<file path="config.mk">
export PLATFORM = sky130hd
export DESIGN_NAME = tdo_return_packer
export DESIGN_NICKNAME = d
export VERILOG_FILES = /design/src/rtl/xpcu_pkg.sv /design/src/rtl/tdo_fifo.sv /design/src/rtl/tdo_return_packer.sv
export SDC_FILE = /design/constraint.sdc
export NUM_CORES = 1
export LEC_CHECK = 0
export ABC_AREA = 1
export CAP_MARGIN = 20
export CORE_ASPECT_RATIO = 1.4
export CORE_MARGIN = 2
export CORE_UTILIZATION = 50
export DETAILED_ROUTE_END_ITERATION = 12
export GPL_TIMING_DRIVEN = 1
export PLACE_DENSITY = 0.67
export SLEW_MARGIN = 0
export SYNTH_ARGS = -nofsm -noshare
export SYNTH_HDL_FRONTEND = slang
export SYNTH_HIERARCHICAL = 1
export SYNTH_SLANG_ARGS = --single-unit
</file>
<file path="constraint.sdc">
create_clock -name clk -period 4.4 [get_ports clk]
set_input_delay 0.66 -clock clk [delete_from_list [all_inputs] [get_ports clk]]
set_output_delay 0.66 -clock clk [all_outputs]
set_load 0.005 [all_outputs]
</file>
<file path="src/rtl/xpcu_pkg.sv">
// Constants shared by the XPCU GPIF write-side shifter and the TDO return path.
package xpcu_pkg;
  localparam int BYTE_W     = 8;
  localparam int FIFO_DEPTH = 4;
endpackage

</file>
<file path="src/rtl/tdo_fifo.sv">
// Byte FIFO for the TDO return path: wrap-bit pointers, sticky overflow, zeroed head when empty.
module tdo_fifo
  import xpcu_pkg::*;
#(
  parameter int DEPTH = FIFO_DEPTH,
  parameter int W     = BYTE_W
) (
  input  logic         clk,
  input  logic         rst_n,
  input  logic         push,
  input  logic [W-1:0] push_data,
  input  logic         pop_req,
  output logic [W-1:0] head,
  output logic         empty,
  output logic         ovf
);
  localparam int AW = $clog2(DEPTH);
  localparam logic [AW:0] PTR_ONE = (AW + 1)'(1);

  logic [W-1:0] mem [DEPTH];
  logic [AW:0]  wr_ptr, rd_ptr;
  logic         full, pop, wr_en;

  assign empty = (wr_ptr == rd_ptr);
  assign full  = (wr_ptr[AW] != rd_ptr[AW]) && (wr_ptr[AW-1:0] == rd_ptr[AW-1:0]);
  assign pop   = pop_req && !empty;
  // A pop in the same cycle frees the slot, so a push into a full FIFO still lands.
  assign wr_en = push && (!full || pop);
  assign head  = empty ? '0 : mem[rd_ptr[AW-1:0]];

  always_ff @(posedge clk) begin
    if (!rst_n) begin
      wr_ptr <= '0;
      rd_ptr <= '0;
      ovf    <= 1'b0;
    end else begin
      if (wr_en) wr_ptr <= wr_ptr + PTR_ONE;
      if (pop) rd_ptr <= rd_ptr + PTR_ONE;
      if (push && full && !pop) ovf <= 1'b1;
    end
  end

  // Contents need no reset: head is masked to zero while empty.
  always_ff @(posedge clk) begin
    if (wr_en) mem[wr_ptr[AW-1:0]] <= push_data;
  end
endmodule

</file>
<file path="src/rtl/tdo_return_packer.sv">
// Packs TDO samples LSB-first into bytes and offers them to the FX2 over the GPIF fd bus.
module tdo_return_packer
  import xpcu_pkg::*;
#(
  parameter int DEPTH = FIFO_DEPTH
) (
  input  logic              clk,
  input  logic              rst_n,
  input  logic              tck_rise,
  input  logic              tdo,
  input  logic              cap_en,
  input  logic              flush,
  input  logic              rd_strobe,
  input  logic              rd_oe,
  output logic [BYTE_W-1:0] fd_out,
  output logic              fd_oe,
  output logic              rdy,
  output logic              ovf,
  output logic [2:0]        bits_pend
);
  logic [BYTE_W-1:0] sr, sr_nxt;
  logic              cap, byte_done, do_flush, push, empty;

  assign cap       = tck_rise && cap_en;
  assign byte_done = cap && (bits_pend == 3'd7);
  // A capture in the flush cycle counts as pending, so that bit rides along.
  assign do_flush  = flush && ((bits_pend != 3'd0) || cap);
  assign push      = byte_done || do_flush;

  always_comb begin
    sr_nxt = sr;
    if (cap) sr_nxt[bits_pend] = tdo;
  end

  always_ff @(posedge clk) begin
    if (!rst_n) begin
      sr        <= '0;
      bits_pend <= 3'd0;
    end else if (push) begin
      sr        <= '0;
      bits_pend <= 3'd0;
    end else if (cap) begin
      sr        <= sr_nxt;
      bits_pend <= bits_pend + 3'd1;
    end
  end

  tdo_fifo #(.DEPTH(DEPTH), .W(BYTE_W)) u_fifo (
    .clk       (clk),
    .rst_n     (rst_n),
    .push      (push),
    .push_data (sr_nxt),
    .pop_req   (rd_strobe),
    .head      (fd_out),
    .empty     (empty),
    .ovf       (ovf)
  );

  assign rdy   = !empty;
  assign fd_oe = rd_oe;
endmodule
</file>
**Yosys cells after proc, flatten, opt, wreduce, memory -nomap -nowiden**

Memory sizes are Yosys's and may differ from the RTL's. A register that Yosys moved wholly into a read port is not among the register bits.
Cells that the tools add are included.

- Memories: 1
- Bits in latches: 0
- Bits in writable memories: 32
- Bits in read-only memories: 0
- Register bits: 18

- Multiply operators: 0
- Muxes and demuxes: 9
- Divide/modulo/power cells: 0
- Add/subtract/negate cells: 3
- Shifts and indexed selects: 0
- $lt $le $gt $ge: 2
- Bitwise operators: 1
- Reductions and logical operators: 17
- Equal/unequal tests: 4

Memory list:

| name | words | bits a word | rd ports | clocked after Yosys merged registers in | wr ports | RTL line | text |
|---|---|---|---|---|---|---|---|
| u_fifo.mem | 4 | 8 | 1 | 1 | 1 | tdo_fifo.sv:20 | `logic [W-1:0] mem [DEPTH];` |

Operators by type and width:

| cell | count |
|---|---|
| $mux W8 | 2 |
| $add A3 B1 Y3 const B | 3 |
| $logic_and A1 B1 Y1 | 9 |
| $bwmux W8 | 1 |
| $lt A3 B4 Y1 const B | 1 |
| $mux W2 | 2 |
| $demux W1 S3 | 1 |
| $eq A3 B3 Y1 | 1 |
| $eq A3 B3 Y1 const B | 1 |
| $ge A3 B1 Y1 const B | 1 |
| $logic_not A1 Y1 | 3 |
| $logic_or A1 B1 Y1 | 3 |
| $mux W1 | 3 |
| $reduce_bool A3 Y1 | 1 |
| $eq A2 B2 Y1 | 1 |
| $reduce_or A2 Y1 | 1 |
| $ne A1 B1 Y1 | 1 |
| $not A1 Y1 | 1 |

**Longest topological paths before layout**

- Depth after elaboration: 7
- Depth in mapped cells: 9
- Gate-level depth less buffers: 9

**Hierarchy**

Netlist, hierarchy kept.

By module, submodules not included:

| module | instances | area each (µm²) | cells each |
|---|---|---|---|
| tdo_fifo | 1 | 1,766.7 | 157 |
| tdo_return_packer | 1 | 684.4 | 101 |

**Worst setup path after synthesis**

Ideal clock, no wire load.

- Kind: input port to flip-flop
- From: input tck_rise
- To: memory u_fifo/mem[0][0] in the netlist's numbering (enable)
- Buffers on the path: 0
- Arrival time: 1.483 ns
- Path slack: 2.546 ns
- Stages on the path: 6
- Cell sequence: nand2_4 -> inv_2 -> o21ai_2 -> nand2_1 -> nand2_4 -> nor2_1

- Cells in the longest elaborated chain, start to end: 7
- Elaborated cells between the ends (all ways): 8

RTL lines:

| what | RTL line | text |
|---|---|---|
| start: declaration | tdo_return_packer.sv:9 | `input logic tck_rise,` |
| $logic_and A1 B1 Y1 (*) | tdo_return_packer.sv:24 | `assign cap = tck_rise && cap_en;` |
| $logic_or A1 B1 Y1 | tdo_return_packer.sv:27 | `assign do_flush = flush && ((bits_pend != 3'd0) \|\| cap);` |
| $logic_and A1 B1 Y1 | tdo_return_packer.sv:27 |  |
| $logic_or A1 B1 Y1 (*) | tdo_return_packer.sv:28 | `assign push = byte_done \|\| do_flush;` |
| via push | tdo_return_packer.sv:22 | `logic cap, byte_done, do_flush, push, empty;` |
| $logic_and A1 B1 Y1 (*) | tdo_fifo.sv:28 | `assign wr_en = push && (!full \|\| pop);` |
| $mux W1 (*) | tdo_fifo.sv:45 | `if (wr_en) mem[wr_ptr[AW-1:0]] <= push_data;` |
| $mux W1 (implied by the code) (*) | tdo_fifo.sv:45 |  |
| end: declaration | tdo_fifo.sv:20 |  |

Mark *: on every way through the listed nets, which the timed path passes. The rest lies on a longest branch.

==> results.py <==
metrics = {
    "pwr": {
        "power_per_cell_area_mw_per_mm2": 368,
        "leakagePower_nw": 1.17,
        "finalPower_mw": 1.02,
        "ir_drop_mv": 0.213,
    },
    "timing": {
        "period_share_pct": 65.6,
        "hold_viol_final": 0,
        "maxSlewViolCount": 0,
        "max_slew_margin_pct": 53.4,
        "rsz0062_at_grt": "no",
        "max_freq_ghz": 0.346,
        "totalNegativeSetupSlack_ps": 0,
        "fin_skew_ps": 11.2,
        "fin_crit_ps": 2890,
        "setup_viol": 0,
        "tightest_slew_ps": 698,
    },
    "setup_path": {
        "cp_num_buf_inv": 3,
        "worstPathCellList": "inv_1 > nor2_1 > o22ai_1 > nand2_1 > inv_1 > clkdlybuf4s50_1",
        "crit_path_max_fanout": 17,
        "criticalPathCategory": "register to output pin",
        "crit_path_frequent_cell": "inv_1",
        "crit_path_max_incr_delay_ps": 780,
        "worstSetupEndpointType": "output pin",
        "slowest_stage": "dfxtp_1",
        "cpLargestDelayFamily": "flip-flops",
        "cp.required_ps": 3740,
        "cp_data_arrival_time_ps": 2230,
        "cp-start-kind": "register",
    },
    "floorplan": {
        "row_count": 30,
        "initial_core_util_pct": 51.4,
        "io_pins": 22,
        "die_x_um": 63.2,
        "coreArea_sq_mm": 0.00477,
        "die_area_sq_mm": 0.00549,
        "die_y_um": 86.8,
    },
    "route": {
        "drc": 0,
        "wire_per_inst_um": 11.3,
        "ant_nets": 0,
        "vias": 1604,
        "firstDrtPassIters": 6,
        "wl_um": 3870,
        "drtIter0Drc": 47,
        "vias_per_cell": 4.68,
    },
    "clocking": {
        "insertion_delay_ps": 310,
        "cts_setup_buffers": 0,
        "cts_buffers": 5,
        "cts_root_buffer": "clkbuf_8",
        "htree_levels": 2,
        "clockBufferDepth": 2,
        "clkTransAtPathRegs_ps": 100,
        "cts_tree": "done",
        "cts_hold_buffers": 0,
        "post_cts_resized": 0,
        "cts_sinks": 52,
    },
    "grt": {
        "grt_pass1_vias": 1456,
        "grt_pass1_wl_um": 6540,
        "antenna_found_initial": 0,
        "grt_use_total_pct": 15.8,
        "grt-ovfl-total": 0,
        "grt_max_degree": 19,
    },
    "logic_synthesis": {
        "synthArstFlopShare_pct": 0,
        "yosys-top-cells-area": "edfxtp_1, dfxtp_1, nand2_1",
        "synth_top_cell_area_share_pct": 39.2,
        "syn_inst": 258,
        "seq_area_frac_synth_pct": 55.5,
        "yosysTopAreaCell": "edfxtp_1",
        "synth.distinct_cells": 24,
        "synth_area_per_cell_sq_um": 9.50,
        "yosys_warnings": 6,
        "synth_nets": 274,
        "ys.flop_type": "edfxtp_1",
        "syn_area_sq_mm": 0.00245,
        "ys_ff_latch": 52,
        "yosys-top-cells-count": "nand2_1, inv_1, edfxtp_1, dfxtp_1, nor2_1",
        "synth_edf_count": 32,
        "synth_most_common_cell": "nand2_1",
    },
    "final_layout": {
        "fin_nets": 294,
        "area_growth_pct": 12.9,
        "drive_gt1_share_pct": 14.0,
        "fillCellCount": 453,
        "diodes": 0,
    },
    "flow_run": {
        "cap_violations": 0,
    },
    "placed_design": {
        "port_buffers": 19,
        "gp_congestion": 0.751,
        "hpwlAfterDp_um": 2970,
    },
    "min_path": {
        "hp-class": "register to register",
    },
    "run_status": {
        "status": "completed",
    },
}
cell type report:
type                            instances  area, sq um  area share (%)
Sequential cell                        52         1360            49.2
Multi-Input combinational cell        153          866            31.3
Timing Repair Buffer                   19          190            6.87
Inverter                               47          176            6.37
Tap cell                               64         80.1            2.89
Clock buffer                            5         68.8            2.49
Clock inverter                          3         25.0           0.904
worst paths after layout:
check / start / endpoint / slack [ps] / depth (start not counted)
min: u_fifo/ovf / u_fifo/ovf / 460 / 2
max: register / fd_out[6] / 1510 / 6
max reg2reg: bits_pend[0] / u_fifo/mem[1][0] / 2310 / 7
min reg2reg: u_fifo/ovf / u_fifo/ovf / 460 / 2
flip-flops by register name (all words and copies together), names as in the netlist, named ones only:
signal,count
u_fifo/rd_ptr,3
sr,8
u_fifo/wr_ptr,3
u_fifo/ovf,1
u_fifo/mem,32
bits_pend,3
through the flow:
step	area, sq um	setup WS [ps]	util (%)	hold slack (ps)	instances
floorplan	2450	2550	-	447	258
global placement	2670	1810	56.1	443	335
detailed placement	2670	1710	56.1	448	335
CTS	2770	1490	58.1	462	343
global route	2770	1290	58.1	480	343
finish	2770	1510	58.1	462	343
worst register-to-register path, cell delays in order (launching register included):
cell     delay [ps]
dfxtp_1         470
inv_2           100
ha_1            210
nand2_1          60
nand2_1          70
nand2_1         190
nand2_4         110
nor2_1          530
logic make-up after synthesis:
group / count (synthesis) / synth area share [%]
AOI/OAI and AO/OA: 25 / 5.77
adders and majority gates: 8 / 4.08
DFF: 52 / 55.5
xor gates and xnor gates: 2 / 0.715
and+or+nand+nor: 110 / 21.5
muxes: 8 / 3.27
buffers and inverters: 53 / 9.14
routing by layer:
layer | track usage, % | part of all wire [%]
met1 | 18.3 | 45
met2 | 27.9 | 50
met3 | 3.12 | 2.6
met4 | 7.71 | 1.9
met5 | 0 | 0
cell usage in the layout, fill, tap and decap left out:
cell,Yosys,final
o21bai_1,1,1
edfxtp_1,32,32
dfxtp_1,20,20
inv_6,0,2
inv_1,42,42
nor2_1,18,18
clkinvlp_4,0,1
xor2_1,2,2
nand2_1,51,51
nand3_2,1,1
o21ai_0,10,10
nand2_4,2,2
ha_1,8,8
a21oi_1,5,5
o21ai_2,1,1
o22ai_1,8,8
nor2_2,14,14
nor2_4,3,3
inv_2,5,5
nand2_2,5,5
nand3_1,15,15
clkbuf_8,0,5
nand3b_1,1,1
clkdlybuf4s50_1,0,19
mux2i_1,8,8
where the power goes:
group          leakage (nW)  switching, mW  internal [mW]
Combinational         0.660         0.0958         0.0899
Sequential            0.466         0.0259          0.531
Clock                0.0452          0.160          0.116
Power figures use the tool's default switching activity.
